File: src/rtl/ebs_regfile_read_sequencer.sv
// ebs_regfile_read_sequencer
//   Owns the four EBS register-file side read ports of the issue stage. It
//   accepts one snapshot request, which is a 32-bit GPR mask plus a tag. Each
//   FETCH cycle reads up to four registers, lowest index first. The fetched
//   values are buffered and then streamed to the EBS sampler as one
//   (addr, data) beat per handshake.
//
// Ports
//   clk_i, rst_i            clock, synchronous active-high reset
//   req_valid_i/ready_o     snapshot request handshake (ready only in IDLE)
//   req_mask_i, req_tag_i   GPR mask (bit n = xn) and request tag
//   abort_i                 flush of the current request (ignored in IDLE)
//   ebs_regfile_addr_o      side read addresses (driven only in FETCH)
//   ebs_regfile_data_i      side read data, combinational from the address
//   out_valid_o/ready_i     beat handshake towards the sampler
//   out_addr_o/data_o/tag_o beat contents
//   out_last_o              final beat of the request
//   done_o                  one-cycle completion pulse (not raised on abort)
//   busy_o                  sequencer not idle
module ebs_regfile_read_sequencer #(
  parameter int unsigned NR_PORTS = 4,
  parameter int unsigned XLEN     = 64,
  parameter int unsigned TAG_W    = 8
) (
  input  logic                               clk_i,
  input  logic                               rst_i,
  input  logic                               req_valid_i,
  output logic                               req_ready_o,
  input  logic [31:0]                        req_mask_i,
  input  logic [TAG_W-1:0]                   req_tag_i,
  input  logic                               abort_i,
  output logic [NR_PORTS-1:0][4:0]           ebs_regfile_addr_o,
  input  logic [NR_PORTS-1:0][XLEN-1:0]      ebs_regfile_data_i,
  output logic                               out_valid_o,
  input  logic                               out_ready_i,
  output logic [4:0]                         out_addr_o,
  output logic [XLEN-1:0]                    out_data_o,
  output logic [TAG_W-1:0]                   out_tag_o,
  output logic                               out_last_o,
  output logic                               done_o,
  output logic                               busy_o
);

  typedef enum logic [1:0] {S_IDLE, S_FETCH, S_DRAIN, S_DONE} state_t;

  state_t              state_q;
  logic [31:0]         mask_q;
  logic [TAG_W-1:0]    tag_q;
  logic [4:0]          buf_addr_q [NR_PORTS];
  logic [XLEN-1:0]     buf_data_q [NR_PORTS];
  logic [1:0]          rd_ptr_q;
  logic [2:0]          cnt_q;

  logic [NR_PORTS-1:0][4:0] pick_addr;
  logic [31:0]              pick_clr;
  logic [2:0]               pick_cnt;

  // Priority scan from bit 0 upwards: the first NR_PORTS set bits land on
  // ports 0..NR_PORTS-1 in ascending order. Unused ports keep address 0.
  always_comb begin
    pick_addr = '0;
    pick_clr  = '0;
    pick_cnt  = '0;
    for (int unsigned i = 0; i < 32; i++) begin
      if (mask_q[i] && (pick_cnt < 3'(NR_PORTS))) begin
        pick_addr[pick_cnt[1:0]] = 5'(i);
        pick_clr[i]              = 1'b1;
        pick_cnt                 = pick_cnt + 3'd1;
      end
    end
  end

  assign ebs_regfile_addr_o = (state_q == S_FETCH) ? pick_addr : '0;

  assign req_ready_o = (state_q == S_IDLE);
  assign busy_o      = (state_q != S_IDLE);
  assign done_o      = (state_q == S_DONE);
  assign out_valid_o = (state_q == S_DRAIN) && (cnt_q != 3'd0);
  assign out_addr_o  = buf_addr_q[rd_ptr_q];
  assign out_data_o  = buf_data_q[rd_ptr_q];
  assign out_tag_o   = tag_q;
  // mask_q already has the buffered bits cleared, so it holds only the
  // registers still waiting for a later fetch.
  assign out_last_o  = out_valid_o && (cnt_q == 3'd1) && (mask_q == '0);

  always_ff @(posedge clk_i) begin
    if (rst_i) begin
      state_q  <= S_IDLE;
      mask_q   <= '0;
      tag_q    <= '0;
      rd_ptr_q <= '0;
      cnt_q    <= '0;
      for (int unsigned k = 0; k < NR_PORTS; k++) begin
        buf_addr_q[k] <= '0;
        buf_data_q[k] <= '0;
      end
    end else if (abort_i && (state_q != S_IDLE)) begin
      state_q  <= S_IDLE;
      mask_q   <= '0;
      rd_ptr_q <= '0;
      cnt_q    <= '0;
    end else begin
      unique case (state_q)
        S_IDLE: begin
          if (req_valid_i) begin
            mask_q  <= req_mask_i;
            tag_q   <= req_tag_i;
            state_q <= (req_mask_i != '0) ? S_FETCH : S_DONE;
          end
        end
        S_FETCH: begin
          for (int unsigned k = 0; k < NR_PORTS; k++) begin
            buf_addr_q[k] <= pick_addr[k];
            buf_data_q[k] <= ebs_regfile_data_i[k];
          end
          cnt_q    <= pick_cnt;
          rd_ptr_q <= '0;
          mask_q   <= mask_q & ~pick_clr;
          state_q  <= S_DRAIN;
        end
        S_DRAIN: begin
          if (out_ready_i) begin
            cnt_q    <= cnt_q - 3'd1;
            rd_ptr_q <= rd_ptr_q + 2'd1;
            if (cnt_q == 3'd1) begin
              state_q <= (mask_q != '0) ? S_FETCH : S_DONE;
            end
          end
        end
        S_DONE: begin
          state_q <= S_IDLE;
        end
        default: begin
          state_q <= S_IDLE;
        end
      endcase
    end
  end

endmodule

File: config.mk
export PLATFORM = sky130hd
export DESIGN_NAME = ebs_regfile_read_sequencer
export DESIGN_NICKNAME = d
export VERILOG_FILES = /design/src/rtl/ebs_regfile_read_sequencer.sv
export SDC_FILE = /design/constraint.sdc
export NUM_CORES = 1
export LEC_CHECK = 0
export CAP_MARGIN = 10
export CORE_MARGIN = 2
export CORE_UTILIZATION = 55
export DETAILED_ROUTE_END_ITERATION = 6
export GPL_TIMING_DRIVEN = 0
export PLACE_DENSITY = 0.81
export SETUP_SLACK_MARGIN = 0.2
export SYNTH_ARGS = -nofsm -noshare
export SYNTH_HDL_FRONTEND = slang
export SYNTH_SLANG_ARGS = --single-unit
File: constraint.sdc
create_clock -name clk_i -period 41.3 [get_ports clk_i]
set_clock_uncertainty 0.2 [all_clocks]
set_input_delay 4.13 -clock clk_i [delete_from_list [all_inputs] [get_ports clk_i]]
set_output_delay 4.13 -clock clk_i [all_outputs]
set_load 0.1 [all_outputs]
==> results of run 1 <==
flip-flops by register name, indices dropped and copies added (netlist names), named ones only:
name / cells
rd_ptr_q: 2
out_tag_o: 8
cnt_q: 3
mask_q: 32
buf_data_q: 256
buf_addr_q: 20
state_q: 2
Yosys cell counts, types with 10 or more instances:
master,number,share of area
sky130_fd_sc_hd__o211ai_1,15,0.0056
sky130_fd_sc_hd__nor3_1,32,0.0080
sky130_fd_sc_hd__a21boi_0,10,0.0038
sky130_fd_sc_hd__nor4_1,16,0.0050
sky130_fd_sc_hd__xnor2_1,19,0.0083
sky130_fd_sc_hd__a31oi_1,20,0.0063
sky130_fd_sc_hd__inv_1,55,0.010
sky130_fd_sc_hd__a21o_1,10,0.0038
sky130_fd_sc_hd__o21ai_0,69,0.017
sky130_fd_sc_hd__a211oi_1,12,0.0045
sky130_fd_sc_hd__ha_1,94,0.059
sky130_fd_sc_hd__nand2b_1,15,0.0047
sky130_fd_sc_hd__dfxtp_1,49,0.049
sky130_fd_sc_hd__a22oi_1,29,0.011
sky130_fd_sc_hd__and2_1,272,0.085
sky130_fd_sc_hd__nand4_1,13,0.0041
sky130_fd_sc_hd__buf_1,15,0.0028
sky130_fd_sc_hd__nor2_1,106,0.020
sky130_fd_sc_hd__clkbuf_1,100,0.019
sky130_fd_sc_hd__mux4_2,69,0.078
sky130_fd_sc_hd__and3_1,29,0.0091
sky130_fd_sc_hd__nand3_1,50,0.013
sky130_fd_sc_hd__a21oi_1,108,0.027
sky130_fd_sc_hd__nand2_1,209,0.039
sky130_fd_sc_hd__nor2b_1,15,0.0047
sky130_fd_sc_hd__edfxtp_1,276,0.41
power by group through the flow:
stage,sequential [W],clock [W],combinational (W)
floorplan,0.000403,0,0.000516
global placement,0.000405,0,0.000708
detailed placement,0.000394,0,0.000724
CTS,0.000387,0.000319,0.000731
global route,0.000389,0.000333,0.000803
finish,0.000387,0.000318,0.000744
path summary, 6_finish.rpt:
path         slack, ns  cells past startpoint                             end                 startpoint
max               7.85                    112          ebs_regfile_addr_o[17]     mask_q[2]$_SDFFE_PP0P_
min               0.25                      2       out_tag_o[2]$_SDFFE_PP0P_  out_tag_o[2]$_SDFFE_PP0P_
max reg2reg      13.23                    111  buf_addr_q[3][2]$_SDFFCE_PN0P_     mask_q[2]$_SDFFE_PP0P_
min reg2reg       0.25                      2       out_tag_o[2]$_SDFFE_PP0P_  out_tag_o[2]$_SDFFE_PP0P_
routing by layer:
metal	vias up	share of wire	track usage
li1	7824	-	-
met1	8391	0.34	0.4011
met2	886	0.50	0.6335
met3	220	0.097	0.09214
met4	8	0.057	0.1928
met5	-	0.00080	0
logic make-up after synthesis:
family	after synthesis
and+or+nand+nor	809
AOI/OAI and AO/OA	365
DFF	325
buffers and inverters	184
adders and majority gates	95
muxes	85
xor gates and xnor gates	32
area by class of cell:
cell class | instances | area share
antenna | 15 | 0.001443
buffer | 121 | 0.01847
clock buffer | 48 | 0.03753
clock inverter | 17 | 0.006303
inverter | 63 | 0.009382
multi-input combinational | 1386 | 0.3858
sequential | 325 | 0.3564
tap | 461 | 0.02218
timing repair buffer | 411 | 0.1625
through the flow:
stage	utilization	instance area (sq um)	cells	setup slack (ns)	total power [W]
2_1_floorplan	-	20010	1895	13.97	0.0009194
3_3_place_gp	0.6902	24610	2758	9.284	0.001113
3_5_place_dp	0.6964	24830	2767	9.165	0.001118
4_1_cts	0.7283	25970	2832	8.414	0.001436
5_1_grt	0.7290	25990	2842	5.481	0.001525
6_report	0.7294	26010	2847	7.849	0.001450
worst min-delay path: stages (launching register included):
cell and delay (ns):
sky130_fd_sc_hd__dfxtp_1 0.31, sky130_fd_sc_hd__nand2_1 0.05, sky130_fd_sc_hd__a21oi_1 0.05
==> reports/results.txt, run 1 <==
The run finished with clean final reports. The adder-cell share of the synthesized area was 0.05978; the arrival time at the worst endpoint was 29.12 ns. 403 I/O pins were placed. For the final-layout setup total negative slack, the log shows 0 ns.

The count of buffer and inverter cells on the critical path was 23; the relative slew slack was 0.2237. Along the worst path, the maximum fanout reaches 12. The worst hold slack after final layout was 0.2520 ns. Total die area: 37,920 sq um.

The switching share of power works out to 0.4360. The number of cells produced by synthesis was 1,895; the area added between synthesis and finish was 29.97%. For this run, design rule violations remaining after detail routing come to 0. From left edge to right edge, the die measures 194.7 um.

The share of power burned in registers is 0.267. After floorplanning, the core was sized to cover 35,660 sq um. Among all stages on the critical path, the largest delay is contributed by sky130_fd_sc_hd__clkdlybuf4s50_1.

Yosys printed 0 warnings. The reported max-cap violation count was 0. The path class of the lowest-slack min-delay path is reg2reg. Leaving out fill and tap cells, the most frequent cell in the layout is sky130_fd_sc_hd__clkdlybuf4s50_1. The largest voltage drop on the vdd net was 0.03775 mV; the post-synthesis net count was 2,291.

Across all layers, the routed design uses 17,330 vias. The area fraction in compound gates after synthesis is 0.1209, and the total standard cell area after synthesis is 20,010 sq um. Clock tree synthesis selected as its root buffer the cell sky130_fd_sc_hd__clkbuf_16. The sequential cell area in the final layout was 9269 sq um; the number of antenna violations at the first check in global routing was 16.

The combinational family with the most area after synthesis was simple AND/OR/NAND/NOR gates. The portion of total power attributed to the clock network is 0.220. The simple logic cell fraction of the synthesized area is 0.2137, and the number of cell rows is 69. The post-CTS repair timing setup buffer count is 0, and the CTS clock-pin slew for the worst setup and hold paths is 0.06 ns. The total routing usage reported by global routing was 0.3600. The chip height came out at 194.7 um. The final period utilization was 0.8100. The sink count of the clock tree was 325. Wire length after detailed routing: 70,020 um.

STA classifies the critical path startpoint as a register. The logs give 0 for the total count of max-transition violations in the final report and 36 for the TritonCTS buffer count. After detailed routing, the number of vias per cell comes to 6.087.

Counting flops with a built-in enable in the synthesized netlist gives 276. The ratio of cells with drive above 1 in the final layout is 0.07803, and the detailed placement HPWL is 53,230 um. The tools report the pin count of the biggest net entering global routing as 37. The number of hold buffers added after CTS was 0. For the global-route wire length before repair, the log shows 103,400 um.

TritonCTS built the clock tree. Initial detailed-routing violation count: 1,557. For the number of hold-slack violations in the final timing report, the log shows 0. Internal power comes to 0.0008178 W. The routed design could run at a clock period as short as 33.45 ns. For the number of endpoints failing setup at the final stage, the log shows 0. For the count of distinct cell types in the synthesized netlist, the log shows 96. The count of nets left with antenna violations once routing finished came out at 0. The most used flip-flop cell after synthesis is sky130_fd_sc_hd__edfxtp_1.

In this run the tool buffered the top-level ports with 402 buffer cells. Data on the critical path is required at its endpoint by 36.97 ns. The pre-antenna-repair detailed-routing pass consisted of 7 iterations. The share of power burned in combinational logic is 0.513.

The clock latency reported for the late side of the worst-skew pair is 0.55 ns, and the number of H-tree branching levels is 2. The initial cell density of the core is 0.5612. The most numerous cell type found on the critical path is sky130_fd_sc_hd__ha_1. The cell family contributing the most delay on the critical path is compound AO/OA/AOI/OAI gates. In this run the power density over the cells is 55.76 nW/um^2. At the end of the flow, the number of nets in the layout was 2,740. On the worst path, the slowest cell contributes a delay of 1.00 ns. The run gives 9.864 nW as the leakage power. The total overflow left after global routing is 0. The analysis attributes to net switching a power of 0.0006323 W. The tools report the deepest clock path buffer count as 3. Worst setup path category: reg2out. For the pin with the worst max-slew slack, the measured transition is 1.161 ns. Routability-driven placement finished with a final weighted congestion of 1.003. In the layout the commonest cells are sky130_fd_sc_hd__clkdlybuf4s50_1 (402), sky130_fd_sc_hd__edfxtp_1 (276), sky130_fd_sc_hd__and2_1 (272), sky130_fd_sc_hd__nand2_1 (209), sky130_fd_sc_hd__clkbuf_1 (109).

The layout filler cell count came out at 2,477. The tools report the via count of the first global-routing pass as 17,260. STA classifies the critical path endpoint as a primary output. After detailed routing, the average wire length per cell comes to 24.59 um. The area used by multi-input combinational logic is 10,030 sq um. Proportion of register bits with asynchronous set or reset after synthesis: 0.

Gates resized during post-CTS repair numbered 0. For the register area share after synthesis, the log shows 0.4632. The count of state elements after synthesis works out to 325.

The run gives 0.02989 GHz as the achievable frequency. Setup repair after global routing left no endpoint under its margin. Averaged over all synthesized cells, the footprint is 10.56 sq um. The share of the synthesized netlist area taken by xor and xnor gates is 0.01995. The share of synthesized area spent on multiplexers came out at 0.08623.
Note: power is estimated with default switching activity, not from simulation.
==> run 2, diff against run 1 <==
CORE_UTILIZATION = 53   (was 55)
PLACE_DENSITY = 0.78   (was 0.81)
clock period = 32 ns   (was 41.3 ns; I/O delays follow)
==> reports/results.txt, run 2 (synthesis results as in run 1) <==
The run gives 403 as the I/O pin total. The total count of max-transition violations in the final report was 0. Worst setup path category: reg2out. The die is 198.3 um wide. Wires add up to 69,300 um. Ratio of cells with drive above 1 in the final layout: 0.08723.

The min-delay analysis places its worst path in the category reg2reg. Once detailed placement completed, the half-perimeter wirelength came to 53,450 um. Setup repair after global routing could not meet its margin everywhere. Number of endpoints failing setup at the final stage: 0.

The first global-routing pass estimated 101,200 um of wire. The total number of vias was 17,300. The detailed router finished its first iteration with 1,492 violations. The critical path's top delay family was simple AND/OR/NAND/NOR gates. In the final layout, the multi-input gates occupy 10,100 sq um.

Clock root buffer: sky130_fd_sc_hd__clkbuf_16. For the detailed-routing iteration count for the pre-antenna-repair pass, the log shows 5. The final critical-path setup slack was 1.784 ns. The final period utilization is 0.9443. The core region is 37,400 sq um. The logs give 0.5404 ns for the worst slack at placement and 0.3467 for the total routing usage reported by global routing. The run gives 0 ns as the final-layout setup total negative slack. Power spread over the standard cell area amounts to 71.31 nW/um^2. Most frequent cell on the critical path: sky130_fd_sc_hd__ha_1. In the layout the commonest cells are sky130_fd_sc_hd__clkdlybuf4s50_1 (383), sky130_fd_sc_hd__edfxtp_1 (276), sky130_fd_sc_hd__and2_1 (272), sky130_fd_sc_hd__nand2_1 (209), sky130_fd_sc_hd__a21oi_1 (108). The peak per-stage delay on the critical path was 0.58 ns.

For this design the static power due to leakage is 10.18 nW. The largest registers in the layout are buf_data_q x256, mask_q x32, buf_addr_q x20. The worst setup path is captured at a primary output.

The chip height works out to 198.3 um. The register with the most flip-flops in the layout has 256 of them. Met1 track demand over resource: 0.3926. The met2 usage was 0.5813; the residual antenna-violating net count after detailed routing was 0. The final layout contains 2,743 nets. In this run, CTS created clock tree buffers numbering 36. Commonest non-fill, non-tap cell in the layout: sky130_fd_sc_hd__clkdlybuf4s50_1. Compared with the post-synthesis result, the final layout area differs by 30.84%. Ranked by flip-flop count, first place goes to buf_data_q. TritonCTS built the clock tree. STA puts the critical path data arrival time at 26.82 ns.

Layer with the highest usage after global routing: met2. For the sink count of the clock tree, the log shows 325. The final global-route overflow total is 0, and the layout filler cell count is 2,762. The count of buffer and inverter cells on the critical path is 23, and the number of antenna violations at the first check in global routing is 27. For the initial cell density of the core, the log shows 0.5350. Routability-driven placement finished with a final weighted congestion of 0.9977. The tools report the clock latency reported for the late side of the worst-skew pair as 0.54 ns. For the critical path required time, the log shows 28.60 ns. Dividing the detail-routed wire length by the instance count gives 23.85 um. The number of hold-slack violations in the final timing report came out at 0. The run gives 0 as the DRC violations left. The reported max-cap violation count was 0; the number of H-tree branching levels was 2.

Entering global routing, the biggest net connects 36 pins. Cell with the biggest individual delay on the critical path: sky130_fd_sc_hd__fa_1. The total die area is 39,320 sq um, and the CTS clock-pin slew for the worst setup and hold paths is 0.06 ns. The worst setup path is launched from a register.

The routed design could run at a clock period as short as 30.22 ns. Along the worst path, the maximum fanout reaches 12. The logs give 16,960 for the via count of the first global-routing pass and 3 for the deepest clock path buffer count. For the relative slew slack, the log shows 0.1989.

Derived from the worst setup path, the maximum achievable clock frequency is 0.03309 GHz. The count of port buffers added during placement came out at 402. For the sequential cell area in the final layout, the log shows 9269 sq um.

The number of cell rows was 71; the total power after layout was 0.001867 W. For the pin with the worst max-slew slack, the measured transition is 1.198 ns. The fraction of met3 tracks used by global routing was 0.1075. The run finished with clean final reports. VDD sags by at most 0.04270 mV. Using the TritonRoute via totals, the vias-per-cell ratio works out to 5.952.
-- run 2: changes by cell type in the layout (fill, tap and decap cells not counted), sizes merged --
cell / before / now
dlymetal6s2s: 0 / 14
bufinv: 2 / 1
clkbuf: 148 / 146
diode: 15 / 22
clkinv: 12 / 16
clkdlybuf4s50: 402 / 383
buf: 30 / 37
inv: 65 / 64
-- run 2: layout make-up --
type	count	share of cell area
antenna	22	0.002103
buffer	121	0.01859
clock buffer	45	0.03842
clock inverter	19	0.004970
inverter	63	0.009319
multi-input combinational	1386	0.3857
sequential	325	0.3540
tap	511	0.02442
timing repair buffer	414	0.1624
-- run 2: report_power, final --
part | leakage [nW] | switching, W | internal, W
sequential | 3.28 | 0.0000113 | 0.000488
clock | 0.568 | 0.000176 | 0.000231
combinational | 6.34 | 0.000624 | 0.000336
-- run 2: layer usage --
| metal | part of all wire | wire length (um) |
|---|---|---|
| met3 | 0.10 | 7275 |
| met2 | 0.48 | 33100 |
| met4 | 0.059 | 4069 |
| met1 | 0.36 | 24760 |
| met5 | 0.0014 | 95 |
-- run 2: stage by stage --
step / instance area (sq um) / hold slack [ns] / utilization / std cells
finish: 26180 / 0.2535 / 0.7000 / 2906
detailed placement: 24880 / 0.2483 / 0.6654 / 2817
CTS: 26030 / 0.2567 / 0.6960 / 2881
global route: 26160 / 0.2760 / 0.6993 / 2896
global placement: 24670 / 0.2439 / 0.6597 / 2808
floorplan: 20010 / 0.2773 / - / 1895
-- run 2: worst paths after layout --
| path | start | endpoint | slack, ns | cells past startpoint |
|---|---|---|---|---|
| setup reg to reg | mask_q[2]$_SDFFE_PP0P_ | buf_addr_q[3][2]$_SDFFCE_PN0P_ | 5.68 | 119 |
| hold / removal | out_tag_o[2]$_SDFFE_PP0P_ | out_tag_o[2]$_SDFFE_PP0P_ | 0.25 | 2 |
| setup / recovery | mask_q[2]$_SDFFE_PP0P_ | ebs_regfile_addr_o[17] | 1.78 | 120 |
| hold reg to reg | out_tag_o[2]$_SDFFE_PP0P_ | out_tag_o[2]$_SDFFE_PP0P_ | 0.25 | 2 |
-- run 2: timing repair --
action                     4_1_cts  5_1_grt
hold buffers                     0        0
pin swaps                        0        1
gates resized for setup          3       45
cloned                           0        0
setup endpoints to repair        3       20
setup buffers                    0        3
-- run 2: worst reg2reg max path: cells and delay by family (launching register included) --
family	cells	cell delay, ns
AO/OA/AOI/OAI	28	6.05
multiplexers	2	0.70
XOR/XNOR	7	1.75
buffers and inverters	22	4.05
AND/OR/NAND/NOR	41	7.29
flip-flops	1	0.43
adder cells (fa/ha/maj)	19	5.54
